**src/rtl/paddle_input_ctrl_if.sv**
```systemverilog
// paddle_input_ctrl_if: paddle controls from input decode and per-channel paddle state toward the game core
interface paddle_input_ctrl_if #(parameter int NCH = 2, parameter int W = 8);
  logic [NCH-1:0]   btn_up;
  logic [NCH-1:0]   btn_down;
  logic [NCH*8-1:0] analog_y;
  logic [NCH*W-1:0] paddle_vpos;
  logic [NCH-1:0]   src_analog;
  logic [NCH-1:0]   moving;
  modport master (output btn_up, btn_down, analog_y, input paddle_vpos, src_analog, moving);
  modport slave (input btn_up, btn_down, analog_y, output paddle_vpos, src_analog, moving);
endinterface

```
**src/rtl/paddle_input_ctrl.sv**
```systemverilog
// paddle_input_ctrl: per-channel paddle vpos from accelerating digital buttons or analog stick Y
// Optional PADDLE_SMOOTH_EN: analog mode slews toward the target by at most FAST_STEP per tick.
module paddle_input_ctrl #(
  parameter int NCH = 2,
  parameter int W = 8,
  parameter int TICK_DIV = 4,
  parameter int SLOW_STEP = 1,
  parameter int FAST_STEP = 4,
  parameter int ACCEL_TICKS = 8,
  parameter int DEADZONE = 16
) (
  input logic clk_sys,
  input logic reset_n,
  paddle_input_ctrl_if.slave bus
);
  localparam int PW = $clog2(TICK_DIV);
  localparam int HW = $clog2(ACCEL_TICKS + 1);
  typedef enum logic [1:0] {IDLE, SLOW, FAST} state_t;
  logic [PW-1:0] cnt;
  logic tick;
  assign tick = cnt == PW'(TICK_DIV - 1);
  always_ff @(posedge clk_sys)
    if (!reset_n) cnt <= '0;
    else cnt <= tick ? '0 : cnt + PW'(1);
  for (genvar i = 0; i < NCH; i++) begin : g_ch
    state_t st;
    logic [HW-1:0] hold;
    logic [W-1:0] vpos, tgt, step, dig_v, ana_v, nxt;
    logic [W:0] sum, dif;
    logic [7:0] a, mag;
    logic up, dn, dig, ana, src, src_n, mov;
    assign up = bus.btn_up[i];
    assign dn = bus.btn_down[i];
    assign a = bus.analog_y[8*i +: 8];
    assign mag = a[7] ? 8'(-a) : a;
    assign dig = up ^ dn;
    assign ana = mag > 8'(DEADZONE);
    assign src_n = dig ? 1'b0 : ana ? 1'b1 : src;
    assign tgt = W'({~a[7], a[6:0]}) << (W - 8);
    assign step = st == FAST ? W'(FAST_STEP) : W'(SLOW_STEP);
    assign sum = {1'b0, vpos} + {1'b0, step};
    assign dif = {1'b0, vpos} - {1'b0, step};
    assign dig_v = !dig ? vpos : up ? (dif[W] ? '0 : dif[W-1:0]) : (sum[W] ? '1 : sum[W-1:0]);
`ifdef PADDLE_SMOOTH_EN
    logic [W-1:0] gap;
    assign gap = tgt > vpos ? tgt - vpos : vpos - tgt;
    assign ana_v = gap <= W'(FAST_STEP) ? tgt : tgt > vpos ? vpos + W'(FAST_STEP) : vpos - W'(FAST_STEP);
`else
    assign ana_v = tgt;
`endif
    assign nxt = src_n ? ana_v : dig_v;
    always_ff @(posedge clk_sys)
      if (!reset_n) begin
        vpos <= W'(1) << (W - 1);
        src <= 1'b0;
        mov <= 1'b0;
        st <= IDLE;
        hold <= '0;
      end else if (tick) begin
        vpos <= nxt;
        src <= src_n;
        mov <= nxt != vpos;
        if (src_n || !dig) begin
          st <= IDLE;
          hold <= '0;
        end else if (st == IDLE) begin
          st <= ACCEL_TICKS <= 1 ? FAST : SLOW;
          hold <= HW'(1);
        end else if (st == SLOW) begin
          hold <= hold + HW'(1);
          if (hold + HW'(1) >= HW'(ACCEL_TICKS)) st <= FAST;
        end
      end
    assign bus.paddle_vpos[W*i +: W] = vpos;
    assign bus.src_analog[i] = src;
    assign bus.moving[i] = mov;
  end
endmodule

```
**src/flat_wrapper.sv**
```systemverilog
// flat-port wrapper written by rule: the top's interface ports become plain ports
module paddle_input_ctrl_flat 
#(
  parameter int NCH = 2,
  parameter int W = 8,
  parameter int TICK_DIV = 4,
  parameter int SLOW_STEP = 1,
  parameter int FAST_STEP = 4,
  parameter int ACCEL_TICKS = 8,
  parameter int DEADZONE = 16
)
  (clk_sys, reset_n, bus_btn_up, bus_btn_down, bus_analog_y, bus_paddle_vpos, bus_src_analog, bus_moving);
  paddle_input_ctrl_if #(.NCH(NCH), .W(W)) bus_i ();
  input logic clk_sys;
  input logic reset_n;
  input wire logic [$bits(bus_i.btn_up)-1:0] bus_btn_up;
  input wire logic [$bits(bus_i.btn_down)-1:0] bus_btn_down;
  input wire logic [$bits(bus_i.analog_y)-1:0] bus_analog_y;
  output wire logic [$bits(bus_i.paddle_vpos)-1:0] bus_paddle_vpos;
  output wire logic [$bits(bus_i.src_analog)-1:0] bus_src_analog;
  output wire logic [$bits(bus_i.moving)-1:0] bus_moving;
  assign bus_i.btn_up = bus_btn_up;
  assign bus_i.btn_down = bus_btn_down;
  assign bus_i.analog_y = bus_analog_y;
  assign bus_paddle_vpos = bus_i.paddle_vpos;
  assign bus_src_analog = bus_i.src_analog;
  assign bus_moving = bus_i.moving;
  paddle_input_ctrl #(.NCH(NCH), .W(W), .TICK_DIV(TICK_DIV), .SLOW_STEP(SLOW_STEP), .FAST_STEP(FAST_STEP), .ACCEL_TICKS(ACCEL_TICKS), .DEADZONE(DEADZONE)) u_core (.clk_sys(clk_sys), .reset_n(reset_n), .bus(bus_i));
endmodule
```
**config.mk**
```make
export PLATFORM = sky130hd
export DESIGN_NAME = paddle_input_ctrl_flat
export DESIGN_NICKNAME = d
export VERILOG_FILES = /design/src/rtl/paddle_input_ctrl_if.sv /design/src/rtl/paddle_input_ctrl.sv /design/src/flat_wrapper.sv
export SDC_FILE = /design/constraint.sdc
export NUM_CORES = 1
export LEC_CHECK = 0
export ABC_AREA = 1
export CAP_MARGIN = 20
export CORE_ASPECT_RATIO = 1.25
export CORE_MARGIN = 2
export CORE_UTILIZATION = 59
export DETAILED_ROUTE_END_ITERATION = 16
export DONT_BUFFER_PORTS = 1
export PLACE_DENSITY = 0.78
export SLEW_MARGIN = 10
export SYNTH_ARGS = -nofsm -noshare
export SYNTH_HDL_FRONTEND = slang
export SYNTH_SLANG_ARGS = --single-unit
```
**constraint.sdc**
```tcl
create_clock -name clk_sys -period 2.1 [get_ports clk_sys]
set_input_delay 0.525 -clock clk_sys [delete_from_list [all_inputs] [get_ports clk_sys]]
set_output_delay 0.525 -clock clk_sys [all_outputs]
set_load 0.01 [all_outputs]
```
======== After elaboration in Yosys (flattened, before gate mapping) ========
Index checks and enable logic that the tools add are counted.
Widths: inputs -> output; s select.
storage, ports and cells
  register bits after elaboration ......... 34
  input bits .............................. 22
  output and inout port bits .............. 20
cells by class
  add/sub/neg operators ................... 9
  magnitude comparators ................... 4
  eq/ne operators ......................... 7
  multiplexer cells ....................... 32
  bitwise logic cells ..................... 5
  reductions and logical operators ........ 15
operator list
  kind                 count
  $mux 8               12
  $mux 4               6
  $add 8x8->9          2
  $sub 8x8->9          2
  $gt 8x5->1 const B   2
  $mux 2               8
  $ne 8x8->1           2
  $neg 8->8            2
  $reduce_bool 3->1    4
  $add 4x1->4 const B  2
  $ge 4x4->1 const B   2
  $eq 2x2->1 const B   3
  $mux 3               2
  $reduce_and 3->1     2
  $eq 2x1->1 const B   2
  $logic_not 2->1      2
  $mux 1               4
  $reduce_and 2->1     2
  $not 1->1            3
  $add 2x1->2 const B  1
  $logic_not 1->1      2
  $logic_or 1x1->1     2
  $reduce_or 2->1      1
  $xor 1x1->1          2

======== Longest topological paths before layout ========
  depth in word-level cells ............... 8
  depth in mapped cells ................... 23
  mapped depth without buffers ............ 23

======== Worst setup path after synthesis ========
Ideal clock, no wire load.
  path kind ............................... reg2reg
  start ................................... register u_core.g_ch[0].st[1]
  end ..................................... register u_core.g_ch[0].mov
  library setup time ...................... 109 ps
  arrival ................................. 2007 ps
  setup slack ............................. -15 ps
  cell stages (with the launch flop) ...... 20
  clock period less this slack ............ 2115 ps
  cell sequence ........................... dfxtp_1 inv_1 nor2_1 inv_1 ha_1 inv_2 nand2_2 a21oi_4 xor2_1 nand2_1 nand2_1 nand2_1 nand2_1 nand2_1 nor2_1 nand2_1 nor2_1 nand3_1 nand2_1 inv_1
on the way
  cells in the longest elaborated chain, start to end .. 8
  elaborated cells on any way between the ends .. 10
ends and longest elaborated chain
  what                                        line                                              RTL
  start: declaration                          paddle_input_ctrl.sv:26                           state_t st;
  start signal: assignment                    paddle_input_ctrl.sv:67                           st <= ACCEL_TICKS <= 1 ? FAST : SLOW;
  $eq 2x2->1 *                                paddle_input_ctrl.sv:40                           assign step = st == FAST ? W'(FAST_STEP) : W'(SLOW_STEP);
  $mux 3 *                                    paddle_input_ctrl.sv:40
  $add 8x8->9 or $sub 8x8->9 (tied branches)  paddle_input_ctrl.sv:41, paddle_input_ctrl.sv:42
  $mux 8                                      paddle_input_ctrl.sv:43                           assign dig_v = !dig ? vpos : up ? (dif[W] ? '0 : dif[W-1:0]) : (sum[W] ? '1 : sum[W-1:0]);
  $mux 8 * (2 in a row)                       paddle_input_ctrl.sv:43
  $mux 8 *                                    paddle_input_ctrl.sv:51                           assign nxt = src_n ? ana_v : dig_v;
  $ne 8x8->1 *                                paddle_input_ctrl.sv:62                           mov <= nxt != vpos;
  end signal: assignment                      paddle_input_ctrl.sv:62
  end: declaration                            paddle_input_ctrl.sv:31                           logic up, dn, dig, ana, src, src_n, mov;
Mark *: on every way between the ends. The rest lies on a longest branch, timed or not.
A chain may end at the register's enable or synchronous reset.

======== Worst setup path in the final report ========
  start ................................... register u_core.g_ch[1].st[1]
  end ..................................... register u_core.g_ch[1].mov
on the way
  cells in the longest elaborated chain, start to end .. 8
  elaborated cells on any way between the ends .. 10
ends and longest elaborated chain
  what                                        line
  start: declaration                          paddle_input_ctrl.sv:26
  start signal: assignment                    paddle_input_ctrl.sv:67
  $eq 2x2->1 *                                paddle_input_ctrl.sv:40
  $mux 3 *                                    paddle_input_ctrl.sv:40
  $add 8x8->9 or $sub 8x8->9 (tied branches)  paddle_input_ctrl.sv:41, paddle_input_ctrl.sv:42
  $mux 8                                      paddle_input_ctrl.sv:43
  $mux 8 * (2 in a row)                       paddle_input_ctrl.sv:43
  $mux 8 *                                    paddle_input_ctrl.sv:51
  $ne 8x8->1 *                                paddle_input_ctrl.sv:62
  end signal: assignment                      paddle_input_ctrl.sv:62
  end: declaration                            paddle_input_ctrl.sv:31
Marks and branches as above.

==> flow_metrics.tcl <==
set metrics [dict create \
    outcome "complete, but fails checks" \
    violations "setup timing" \
    route.met2.wl_mm 5.873 \
    grt_max_degree 17 \
    hp-class "input port to register" \
    num_vias 3974 \
    post_drt_wl_per_cell_um 15.78 \
    power.density_mw_per_mm2 518.4 \
    ant_nets 0 \
    synth_edf_count 0 \
    grt_pass1_wl_mm 15.99 \
    io_buffer_count 0 \
    fillers 389 \
    fin_ws_ns -0.2473 \
    syn_nets 587 \
    critPathMaxFanout 5 \
    met3WireLength_um 652 \
    power_leakage_uw 0.002158 \
    antenna_found_initial 0 \
    endpoint_kind "register" \
    cts_tree "yes" \
    pwr-share-comb_pct 35.5 \
    ys_warn_count 0 \
    netlist_area_mm2 0.003299 \
    placed_area_mm2 0.003804 \
    worst_hold_slack_ns 0.3720 \
    viasPerCell 5.827 \
    p_seq_share_pct 31.4 \
    cts_buffers 5 \
    rr_endpoint "u_core.g_ch[1].mov" \
    tns_ns -0.4152 \
    clock_skew_ns 0.006713 \
    ios 42 \
    period_minus_slack_ns 2.347 \
    start_kind "register" \
    dp_slack_ns -0.3098 \
    synth-adder-area-share_pct 6.068 \
    p_switching_uw 777.2 \
    drv_slew 0 \
    worstPathArrival_ns 2.54 \
    ys_seq_area_share_pct 20.63 \
    synthCells 549 \
    drv_cap 0 \
    slew_headroom_pct 51.21 \
    gr-total-overflow 0 \
    wl_mm 10.77 \
    criticalPathCategory "register to register" \
    drtPass1Iterations 7 \
    drc_errors 0 \
    layout-drive-gt1-share_pct 30.10 \
    path_clk_slew_ns 0.08 \
    wirelength_met1_mm 3.869 \
    synth-compound-area-share_pct 13.27 \
    post-dp-hpwl_mm 7.509 \
    cts_root_buf "clkbuf_8" \
    fin_crit_sh_pct 111.8 \
    htreeDepth 2 \
    ir_drop_mv 0.4037 \
    top_layer "met4" \
    synth_top_family_by_area "simple AND/OR/NAND/NOR gates" \
    r2r_setup_slack_ns -0.25 \
    cp_data_required_time_ns 2.30 \
    numClockSinks 34 \
    drt_iter0_markers 311 \
    synth-xor-area-share_pct 3.716 \
    reg2regPathDepth 22 \
    syn_avg_cell_area_um2 6.010 \
    diodes 0 \
    final_nets 655 \
    setup_viol 3 \
    min_to "u_core.g_ch[0].st[1]" \
    final_area_mm2 0.004360 \
    hold_viol_final 0 \
    r2r_start "u_core.g_ch[1].st[1]" \
    die_x_um 70.89 \
    coreArea_mm2 0.005405 \
    die_y_um 87.61 \
    synthSimpleGateAreaFrac_pct 44.29 \
    finalWeightedCongestion 0.9897 \
    netSwitchingFraction_pct 34.38 \
    synthMuxAreaShare_pct 0 \
    grt_pass1_vias 3710 \
    rows 30 \
    p_int_uw 1483 \
    clkPwrFrac_pct 33.2 \
    grt_usage_pct 31.87 \
    hp-start "reset_n" \
    die_area_mm2 0.006210 \
    tightest_slew_ns 0.7301 \
    synthArstFlopShare_pct 0 \
    ys_seq_elements 34 \
    cts_buffer_depth 2 \
    syn_to_final_growth_pct 32.16 \
    ys_types 34 \
    final_util_pct 80.67 \
    initial_core_util_pct 61.04 \
    synth_top_flop_cell "dfxtp_1" \
    clk_latency_ns 0.29 \
    cts_hold_buffers 0 \
    rsz0062_at_grt "yes" \
    holdPathStages 2 \
    fmax_mhz 426.0 \
]
[metal layers]
metal	vias to the layer above	global-route usage, %
met5	-	0
met3	43	4.143
met2	170	62.79
li1	1911	-
met4	0	15.95
met1	1850	32.58
[layout by cell type, fill, tap and decap left out, types with 7 or more instances in the layout]
cell | synthesis | final
xor2_1 | 11 | 10
nand3_1 | 69 | 58
nand4_1 | 11 | 11
ha_4 | 0 | 9
nand2_4 | 3 | 10
o21ai_0 | 20 | 15
buf_4 | 7 | 72
o21ai_1 | 3 | 7
nand2_2 | 8 | 15
a21oi_1 | 29 | 24
nor2_4 | 4 | 7
nor2_2 | 6 | 7
nand2_1 | 174 | 160
o22ai_1 | 10 | 10
nand3_2 | 1 | 10
inv_1 | 55 | 49
nor2_1 | 44 | 40
inv_2 | 12 | 13
dfxtp_1 | 34 | 31
[worst max path at each step]
stage	cells past startpoint	end	from	slack, ns
floorplan	20	u_core.g_ch[1].mov	u_core.g_ch[1].st[1]	0.007
detailed placement	21	u_core.g_ch[1].mov	u_core.g_ch[1].st[1]	-0.31
finish	22	u_core.g_ch[1].mov	u_core.g_ch[1].st[1]	-0.25
global route	22	u_core.g_ch[1].mov	u_core.g_ch[1].st[1]	-0.38
CTS	21	u_core.g_ch[1].mov	u_core.g_ch[1].st[1]	-0.12
global placement	21	u_core.g_ch[1].mov	u_core.g_ch[1].st[1]	-0.25
[through the flow]
stage,total power [µW],std cells
4_1_cts,2163,676
2_1_floorplan,1183,549
5_1_grt,2353,682
3_3_place_gp,1388,667
6_report,2260,682
3_5_place_dp,1403,667
[what timing repair did]
item | CTS | global route
buffers inserted | 1 | 8
gates resized for setup | 29 | 64
pin swaps | 14 | 50
endpoints found under the setup margin | 15 | 14
[kinds of logic after synthesis]
family / after synthesis
XOR/XNOR: 14
flip-flops: 34
buffers and inverters: 86
AND/OR/NAND/NOR: 326
AO/OA/AOI/OAI: 73
adder cells (fa/ha/maj): 16
[cells in the mapped netlist, types with 2 or more instances]
library cell	instances	share of area (%)
buf_2	2	0.30
buf_6	6	2.0
nor2_1	44	5.0
o22ai_1	10	1.9
o32ai_1	2	0.53
ha_1	16	6.1
buf_4	7	1.6
nand2_1	174	20
a21oi_1	29	4.4
nand2_2	8	1.5
o21ai_1	3	0.45
inv_1	55	6.3
inv_2	12	1.4
nand4_1	11	2.1
o211ai_1	2	0.45
o21ai_0	20	3.0
a21oi_4	3	1.5
nand3b_1	2	0.45
xor2_1	11	2.9
clkbuf_1	3	0.34
nand3_1	69	10
nor2_2	6	1.1
dfxtp_1	34	21
a21oi_2	3	0.80
nand2_4	3	1.0
xnor2_1	3	0.80
nor2_4	4	1.4
[critical path: stages, from the launching register on]
cell and delay, ns:
dfxtp_2 0.34, inv_2 0.05, nor2_4 0.13, inv_4 0.07, ha_4 0.31, inv_4 0.06
nand3_4 0.07, nand2_4 0.07, buf_4 0.14, nand2_1 0.06, nand2_1 0.06, nand3_1 0.09
nand2_1 0.07, nand2_1 0.10, nand2_1 0.10, nand2_1 0.10, nand2_1 0.06, inv_1 0.05
nand2_1 0.05, nor2_1 0.08, nand3_1 0.09, nand2_1 0.07, inv_1 0.03
[layout make-up]
type                    count  area, µm²  share of cell area, %
inverters                  68      267.8                  6.141
repair buffers             79      628.1                  14.40
well taps                  64      80.08                  1.836
clock inverters             3      68.82                  1.578
clock buffers               5      68.82                  1.578
flip-flops and latches     34      684.4                  15.70
multi-input cells         429       2562                  58.77
[power by group through the flow]
stage	clock, µW	combinational, µW	sequential [µW]
2_1_floorplan	0	468	715
3_3_place_gp	0	670	719
3_5_place_dp	0	683	719
4_1_cts	748	709	706
5_1_grt	765	877	712
6_report	749	802	709
[state kept, by name, indices dropped and copies added, names as in the netlist]
name	cells
u_core.g_ch.src	2
u_core.g_ch.hold	8
u_core.cnt	2
u_core.g_ch.st	4
u_core.g_ch.vpos	16
u_core.g_ch.mov	2
(Power assumes the default switching activity.)
